`config.mk`:
```
export PLATFORM = sky130hd
export DESIGN_NAME = mult_seq_ctrl
export DESIGN_NICKNAME = d
export VERILOG_FILES = /design/src/rtl/mult_seq_pkg.sv /design/src/rtl/mul2x2_digit.sv /design/src/rtl/mult_seq_ctrl.sv
export SDC_FILE = /design/constraint.sdc
export NUM_CORES = 1
export LEC_CHECK = 0
export CAP_MARGIN = 10
export CORE_UTILIZATION = 40
export DETAILED_ROUTE_END_ITERATION = 10
export GPL_ROUTABILITY_DRIVEN = 0
export SETUP_SLACK_MARGIN = 0.05
export SYNTH_ARGS = -nofsm -noshare
export SYNTH_HDL_FRONTEND = slang
export SYNTH_SLANG_ARGS = --single-unit
```
`constraint.sdc`:
```
create_clock -name clk -period 5.4 [get_ports clk]
set_input_delay 1.08 -clock clk [delete_from_list [all_inputs] [get_ports clk]]
set_output_delay 1.08 -clock clk [all_outputs]
set_load 0.02 [all_outputs]
```
`src/rtl/mult_seq_pkg.sv`:
```
// mult_seq_pkg: shared state encoding, digit constants and sizing helper for mult_seq_ctrl
package mult_seq_pkg;
  typedef enum logic [1:0] {IDLE, RUN, DONE} state_e;
  localparam int DIGIT_W = 2;
  localparam int PP_W = 4;
  function automatic int digits(input int width);
    return width / DIGIT_W;
  endfunction
endpackage

```
`src/rtl/mul2x2_digit.sv`:
```
// mul2x2_digit: combinational 2-bit x 2-bit unsigned multiply
module mul2x2_digit
  import mult_seq_pkg::*;
(
  input  logic [DIGIT_W-1:0] x,
  input  logic [DIGIT_W-1:0] y,
  output logic [PP_W-1:0]    p
);
  assign p = {2'b00, x} * {2'b00, y};
endmodule

```
`src/rtl/mult_seq_ctrl.sv`:
```
// mult_seq_ctrl: digit-serial WIDTHxWIDTH multiplier controller; MULT_SEQ_ZERO_SKIP_EN bypasses RUN for zero operands
module mult_seq_ctrl
  import mult_seq_pkg::*;
#(
  parameter int WIDTH = 8
) (
  input  logic               clk,
  input  logic               rst,
  input  logic               in_valid,
  output logic               in_ready,
  input  logic [WIDTH-1:0]   a,
  input  logic [WIDTH-1:0]   b,
  output logic               out_valid,
  input  logic               out_ready,
  output logic [2*WIDTH-1:0] product,
  output logic               busy
);
  localparam int DIGITS = digits(WIDTH);
  localparam int CW = DIGITS > 1 ? $clog2(DIGITS) : 1;
  localparam logic [CW-1:0] LAST = CW'(DIGITS - 1);
  state_e state_q, state_d;
  logic [WIDTH-1:0] a_q, a_d, b_q, b_d;
  logic [2*WIDTH-1:0] acc_q, acc_d;
  logic [CW-1:0] i_q, i_d, j_q, j_d;
  logic [CW:0] dsum;
  logic [PP_W-1:0] pp;
  mul2x2_digit u_mul (
    .x(a_q[{i_q, 1'b0} +: DIGIT_W]),
    .y(b_q[{j_q, 1'b0} +: DIGIT_W]),
    .p(pp)
  );
  assign dsum = {1'b0, i_q} + {1'b0, j_q};
  always_comb begin
    state_d = state_q;
    a_d = a_q;
    b_d = b_q;
    acc_d = acc_q;
    i_d = i_q;
    j_d = j_q;
    if (state_q == IDLE && in_valid) begin
      a_d = a;
      b_d = b;
      acc_d = '0;
      i_d = '0;
      j_d = '0;
`ifdef MULT_SEQ_ZERO_SKIP_EN
      state_d = (a == '0 || b == '0) ? DONE : RUN;
`else
      state_d = RUN;
`endif
    end else if (state_q == RUN) begin
      // partial product weight is 4^(i+j), i.e. a left shift by 2*(i+j)
      acc_d = acc_q + ((2*WIDTH)'(pp) << {dsum, 1'b0});
      j_d = j_q == LAST ? '0 : j_q + 1'b1;
      i_d = j_q == LAST ? (i_q == LAST ? '0 : i_q + 1'b1) : i_q;
      state_d = (i_q == LAST && j_q == LAST) ? DONE : RUN;
    end else if (state_q == DONE && out_ready) begin
      state_d = IDLE;
    end
  end
  always_ff @(posedge clk) begin
    if (rst) begin
      state_q <= IDLE;
      a_q <= '0;
      b_q <= '0;
      acc_q <= '0;
      i_q <= '0;
      j_q <= '0;
    end else begin
      state_q <= state_d;
      a_q <= a_d;
      b_q <= b_d;
      acc_q <= acc_d;
      i_q <= i_d;
      j_q <= j_d;
    end
  end
  assign in_ready = state_q == IDLE;
  assign out_valid = state_q == DONE;
  assign busy = state_q == RUN;
  assign product = acc_q;
endmodule

```
# Word level (Yosys, flattened, before mapping)
# Cells that the tools add are included.
[totals]
register_bits = 38
latch_bits = 0
mem_bits_rw = 0
rom_bits = 0
out_inout_bits = 19
word_cells = 33
memories = 0
[classes]
addsub = 4
n_mul = 1
div = 0
order_cmp = 0
n_eq_ne = 4
n_shift = 3
muxes = 6
bitwise = 0
reduce_logical = 8
[op_table]
columns = ["cell", "n"]
rows = [
  ["adder 16 bit", 1],
  ["variable part select 8 x 4 -> 2 bit", 2],
  ["<< shifter 4 x 4 -> 16 bit", 1],
  ["two-way mux 2 bit", 5],
  ["equality test 2 bit, second input constant", 3],
  ["adder 2 x 1 -> 2 bit, second input constant", 2],
  ["multiplier 2 x 2 -> 4 bit", 1],
  ["adder 2 x 2 -> 3 bit", 1],
  ["logical AND 1 bit", 3],
  ["nonzero test 3 bit", 1],
  ["equality test 2 x 1 -> 1 bit, second input constant", 1],
  ["logical NOT 2 bit", 1],
  ["AND reduction 2 bit", 1],
  ["nonzero test 2 bit", 1],
  ["OR reduction 2 bit", 1],
  ["two-way mux 1 bit", 1],
]

# Longest topological paths before layout
[logic_depth]
ltp_word = 5
ltp_mapped = 15
mapped_depth_nobuf = 14

# Cells and area by module
# Synthesis repeated with hierarchy kept, for this count alone.
[unflattened]
hier_cells = 323
hier_area_um2 = 2542.4
[by_module_without_submodules]
columns = ["module", "instances", "cells_per_inst", "area_per_inst_um2", "seq_area_each_um2"]
rows = [
  ["mult_seq_ctrl", 1, 317, 2492.4, 760.7],
  ["mul2x2_digit", 1, 6, 50.0, 0.0],
]

# Worst setup path before layout
# OpenSTA, ideal clock, no wires.
[synth_timing]
path_type = "register to register"
start = "reg i_q[0]"
end = "reg acc_q[12], in the netlist product[12]"
setup_time_ns = 0.122
arrival_ns = 3.593
required_time_ns = 5.278
slack_ns = 1.685
stages_incl_launch_ff = 15
path_buffers = 0
path_cell_list = "dfxtp_1 -> mux4_2 -> and2_1 -> ha_1 -> ha_1 -> and2b_1 -> a31oi_1 -> nor2_1 -> ha_1 -> nor2b_4 -> o31a_1 -> o31a_1 -> o211ai_2 -> a2111oi_0 -> a311o_1"
[synth_between]
elab_chain_len = 4
[synth_lines]
columns = ["item", "line", "source"]
rows = [
  ["start, declared", "mult_seq_ctrl.sv:24", "logic [CW-1:0] i_q, i_d, j_q, j_d;"],
  ["start signal, assigned", "mult_seq_ctrl.sv:74", "i_q <= i_d;"],
  ["variable part select 8 x 4 -> 2 bit", "mult_seq_ctrl.sv:28", ".x(a_q[{i_q, 1'b0} +: DIGIT_W]),"],
  ["multiplier 2 x 2 -> 4 bit", "mul2x2_digit.sv:9", "assign p = {2'b00, x} * {2'b00, y};"],
  ["<< shifter 4 x 4 -> 16 bit (*)", "mult_seq_ctrl.sv:53", "acc_d = acc_q + ((2*WIDTH)'(pp) << {dsum, 1'b0});"],
  ["adder 16 bit (*)", "mult_seq_ctrl.sv:53", ""],
  ["end signal, assigned", "mult_seq_ctrl.sv:66", "acc_q <= '0;"],
  ["end signal, assigned", "mult_seq_ctrl.sv:73", "acc_q <= acc_d;"],
  ["end, declared", "mult_seq_ctrl.sv:23", "logic [2*WIDTH-1:0] acc_q, acc_d;"],
]
# Every way passes the cells marked *; elsewhere a longest branch is shown, timed or not.
# A chain may end at the register's enable or synchronous reset.

# Final worst setup path
# Same ends and word-level chain as after synthesis.

==> summary.md <==
| Metric | Value |
|---|---|
| Post-synth top area cell | dfxtp_1 |
| Netlist cell types | 58 |
| Slew of the pin with the lowest slew margin | 948 ps |
| Final Skew | 3.63 ps |
| Switching power as a share of total power | 27.3% |
| Via count | 2371 |
| Static leakage | 1.20 nW |
| IO buf count | 38 |
| Initial antenna violation count | 0 |
| Vias in the first global route | 2208 |
| Initial Util | 42.4% |
| Post-Syn Area | 0.00257 mm2 |
| Register share of total power | 50.7% |
| Area of the multi-input gates | 0.00169 mm2 |
| Gr usage total | 20.1% |
| Fin crit period | 4060 ps |
| Number of synthesized flops with an enable pin | 0 |
| Clock root buffer | clkbuf_8 |
| Part of the power in combinational logic | 11.8% |
| Max Buffers Root-to-Sink | 2 |
| Final WL | 6140 um |
| Antenna viol nets, final | 0 |
| Async set or reset register ratio after synthesis | 0% |
| Die Wd | 82.2 um |
| Post-DR wirelength/cell | 14.1 um |
| Status | finished, final reports clean |
| Post-detail-place hpwl | 4540 um |
| Core footprint | 0.00606 mm2 |
| P per Cell Area | 189 mW/mm2 |
| Fin area | 0.00308 mm2 |
| Top cells by count, synth | 56 x nand2_1, 40 x a21oi_1, 38 x dfxtp_1 |
| Die Y | 82.2 um |
| Vias/cell | 5.45 |
| Maximum vdd drop | 125 uV |
| Critical path class | register to register |
| CP Launch Type | register |
| Boundary pin count | 39 |
| Ys Warns | 0 |
| First-pass GRT wire length | 10300 um |
| TritonCTS clock tree | yes |
| Max-Cap Viols | 0 |
| HP Class | register to register |
| Die ar. | 0.00676 mm2 |
| Post-CTS sizing | 0 |
| Max-Slew Margin vs Limit | 36.5% |
| Clk sink count | 38 |
| Worst EP required | 5590 ps |
| Worst Path Arrival | 4250 ps |
| Fin nets | 402 |
| #FFs+latches synth | 38 |
| RSZ-0062 raised after global routing | false |
| Fmax achieved | 246 MHz |
| H-Tree Depth | 2 |
| DR DRC count | 0 |
| Ys flop type | dfxtp_1 |
| Worst skew pair latency | 300 ps |
| Hold Fails Final Rpt | 0 |
| Grt total ovfl | 0 |
| Area growth syn-to-layout | 19.7% |
| Worst-path fanout max | 6 |
| Rows | 28 |
| Total iterations of the first detailed-routing run | 4 |
| Pin count of the biggest net entering global routing | 30 |
| # diodes | 0 |
| Net Switching | 0.159 mW |
| Hold buffer count at CTS | 0 |
| Layout fillers | 618 |
| Post-Syn Area per Cell | 7.82 um2 |
| Setup-failing EPs final | 0 |
| Pins Over Slew Limit | 0 |
| Largest cells by area after synthesis | dfxtp_1 30%, ha_1 10%, nand2_1 8.2% |
| Internal power | 0.424 mW |
| Final worst path period share | 75.2% |
| Layout cell share with drive strength beyond 1 | 6.67% |
| Top-count cell post-synth | nand2_1 |
| Clock group share of total power | 37.5% |
| DR iter-0 viols | 128 |
| Setup TNS Final | 0 ps |
| Setup Fix Bufs, Post-CTS | 0 |
| Placed cell areas | 0.00298 mm2 |
| Power, Total | 0.583 mW |
| TritonCTS Buffers | 5 |
| FF+latch area | 761 um2 |
| Clock slew at reported path FFs | 80 ps |
| Top cell type's share of synthesized area | 29.6% |
| Cells after synthesis | 329 |
| Post-Syn Nets | 372 |
| Crit end category | register |
| Seq/Total Area, Yosys | 29.6% |
## power by group through the flow
stage | clock (mW) | combinational, mW | sequential, mW
floorplan | 0 | 0.0435 | 0.301
global placement | 0 | 0.0683 | 0.302
detailed placement | 0 | 0.0691 | 0.303
CTS | 0.226 | 0.0693 | 0.296
global route | 0.238 | 0.0765 | 0.298
finish | 0.219 | 0.0687 | 0.296
## worst paths after layout
kind / from / end / slack, ps / depth (start not counted)
max reg2reg: i_q[0]$_SDFFE_PP0P_ / product[12]$_SDFFE_PP0P_ / 1340 / 14
min reg2reg: b_q[4]$_SDFFE_PP0P_ / b_q[4]$_SDFFE_PP0P_ / 460 / 2
max: i_q[0]$_SDFFE_PP0P_ / product[12]$_SDFFE_PP0P_ / 1340 / 14
min: b_q[4]$_SDFFE_PP0P_ / b_q[4]$_SDFFE_PP0P_ / 460 / 2
## per-layer routing
layer | GRT usage (%) | vias up | part of all wire (%)
li1 | - | 1248 | -
met1 | 25.8 | 1063 | 48
met2 | 34.0 | 54 | 47
met3 | 3.85 | 6 | 3.9
met4 | 5.61 | 0 | 1.1
met5 | 0 | - | 0
## area by class of cell
type | instances | area share [%]
multi-input cells | 262 | 54.9
flip-flops and latches | 38 | 24.7
clock inverters | 2 | 0.528
repair buffers | 39 | 12.6
inverters | 13 | 1.58
well taps | 75 | 3.05
clock buffers | 6 | 2.68
## worst max-delay path, stage by stage (launching register included)
cell and delay, ps:
dfxtp_1 460, mux4_2 570, and2_1 160, ha_1 190, ha_1 300, and2b_1 160
a31oi_1 300, nor2_1 80, ha_1 330, nor2b_4 150, o31a_1 270, o31a_1 340
o211ai_2 180, a2111oi_0 110, a311o_1 350
## through the flow
step	setup WS, ps	cells	hold slack [ps]	utilization (%)
floorplan	1690	329	433	-
global placement	1430	427	449	49.2
detailed placement	1350	427	447	49.2
CTS	1330	435	459	50.8
global route	1120	435	465	50.8
finish	1340	435	458	50.8
## logic make-up (layout without fill, tap and decap cells)
logic type                 after synthesis  after routing  share of synthesized area [%]
AOI/OAI and AO/OA                       85             85                           20.8
buffers and inverters                   29             60                           4.72
adders and majority gates               23             23                           11.8
xor gates and xnor gates                 5              5                           1.70
and+or+nand+nor                        142            142                           26.7
muxes                                    7              7                           4.82
DFF                                     38             38                           29.6
## cell usage in the layout, fill, tap and decap left out, types with 5 or more instances in the layout
master            n
nand2_1          56
a21oi_1          40
dfxtp_1          38
clkdlybuf4s50_1  38
nor2_1           27
ha_1             21
nand3_1          15
inv_1            12
nor3_1            9
o21ai_0           7
nand2b_1          6
clkbuf_8          6
nor2b_1           5
## state kept, by name, summed over array words and instances (netlist names)
register and count:
product 16, a_q 8, b_q 8, i_q 2, j_q 2, state_q 2
(Power assumes the default switching activity.)
==> variant: new RTL, same flow settings <==
Encoding of `state_e`: now one-hot (3 bits for 3 states).
--- a/src/rtl/mult_seq_pkg.sv
+++ b/src/rtl/mult_seq_pkg.sv
@@ -1,6 +1,6 @@
 // mult_seq_pkg: shared state encoding, digit constants and sizing helper for mult_seq_ctrl
 package mult_seq_pkg;
-  typedef enum logic [1:0] {IDLE, RUN, DONE} state_e;
+  typedef enum logic [2:0] {IDLE = 3'b001, RUN = 3'b010, DONE = 3'b100} state_e;
   localparam int DIGIT_W = 2;
   localparam int PP_W = 4;
   function automatic int digits(input int width);
Formal check against the unedited RTL: same outputs for any inputs over 10 cycles, from zero or initial values and one cycle with rst high; not proved beyond that.
==> variant against the original RTL <==
  * Setup slack lost 0.039 ns
  * Critical path type unchanged
  * Cell area shrank 0.85%
  * Utilization shrank 0.14 points
  * Sequential cell count grew 1
  * Power is essentially flat
  * Largest cell class unchanged
  * Fmax shrank 0.94%
  * Count of clock-buffer cells in the layout shrank 1
  * Synthesized cell count shrank 1.5%
  * Highest routed layer unchanged
  * Wire length shrank 3.0%
  * Area after synthesis shrank 0.92%
==> variant: results <==
[drt]
drt_iter0_markers = 136
route.vias.total = 2338
wirelength_mm = 5.958
dr.pass1.iters = 4

[layout]
final_nets = 398
non_clock_inverter_count = 11
nClkBuffers = 5
diodes = 0
fillers = 627
drive_above_1_share = 0.06180
final_cells = 431
clock_area_frac = 0.02909
multi_input_area_share = 0.5440
signal_buffers = 39
multi_input_comb_cells = 259
seq_area_um2 = 780.7
nonClkBufAreaFrac = 0.1270

[power_and_ir_drop]
switchingPower_uw = 164.1
comb_power_share = 0.119
vdd_ir_drop_max_v = 0.0001476
p_clk_uw = 208
p_int_uw = 418.9
leakage_uw = 0.001186

[critical_path]
slowest_delay_ns = 0.57
cp_max_fo = 9
reg2reg_to = "product[15]"
cp.arrival_ns = 4.32
cp_top_family = "simple AND/OR/NAND/NOR gates"
worstRegToRegCells = 14
rrSetupSlack_ns = 1.30

[grt]
grt_pass1_wl_mm = 10.21
first_global_vias = 2137
track_usage = 0.2018
grt_max_degree = 24
grt_overflow_total = 0

[synth]
synth_common_cells = "nand2_1, a21oi_1, dfxtp_1"
synth_fa_ha_area_frac = 0.1188
syn_avg_cell_area_um2 = 7.866
synth_cell_types = 57
synth-compound-area-share = 0.2396
yosysWarningCount = 0
seq_area_frac_synth = 0.3063
yosys-top-cells-area = "dfxtp_1, ha_1, nand2_1, a21oi_1, nor2_1"
synthMuxAreaShare = 0.03927
synth_xor_area_frac = 0.01375
synth_nets = 367

[min_path]
min_path_cells = 2
hold_end = "b_q[5]"
min-delay-start = "b_q[5]"

[clock_tree]
cts_root_buf = "clkbuf_8"
cts_num_sinks = 39

[timing]
hold_ws_ns = 0.4553
fin_crit_sh = 0.7589
tightest_slew_ns = 0.7626
skew_ns = 0.005433

[flow_run]
cap_violations = 0

[run_status]
status = "finished clean"

[place]
dp_hpwl_mm = 4.473
place_inst = 423
## variant: per-stage QoR
stage / cell area (µm²) / utilization
3_3_place_gp: 2965 / 0.4921
6_report: 3054 / 0.5069
5_1_grt: 3054 / 0.5069
3_5_place_dp: 2965 / 0.4921
2_1_floorplan: 2549 / -
4_1_cts: 3054 / 0.5069
## variant: routing by layer
metal / GRT usage / vias up / part of all wire
met3: 0.03889 / 8 / 0.043
li1: - / 1221 / -
met4: 0.05965 / 0 / 0.014
met2: 0.3306 / 62 / 0.47
met1: 0.2674 / 1047 / 0.48
met5: 0 / - / 0
## variant: worst max path at each step
stage	endpoint	from	depth (start not counted)
after floorplan	product[15]	i_q[0]	15
after global placement	product[15]	i_q[0]	14
after detailed placement	product[15]	i_q[0]	14
after CTS	product[15]	i_q[0]	14
after global routing	product[15]	i_q[0]	14
final	product[15]	i_q[0]	14
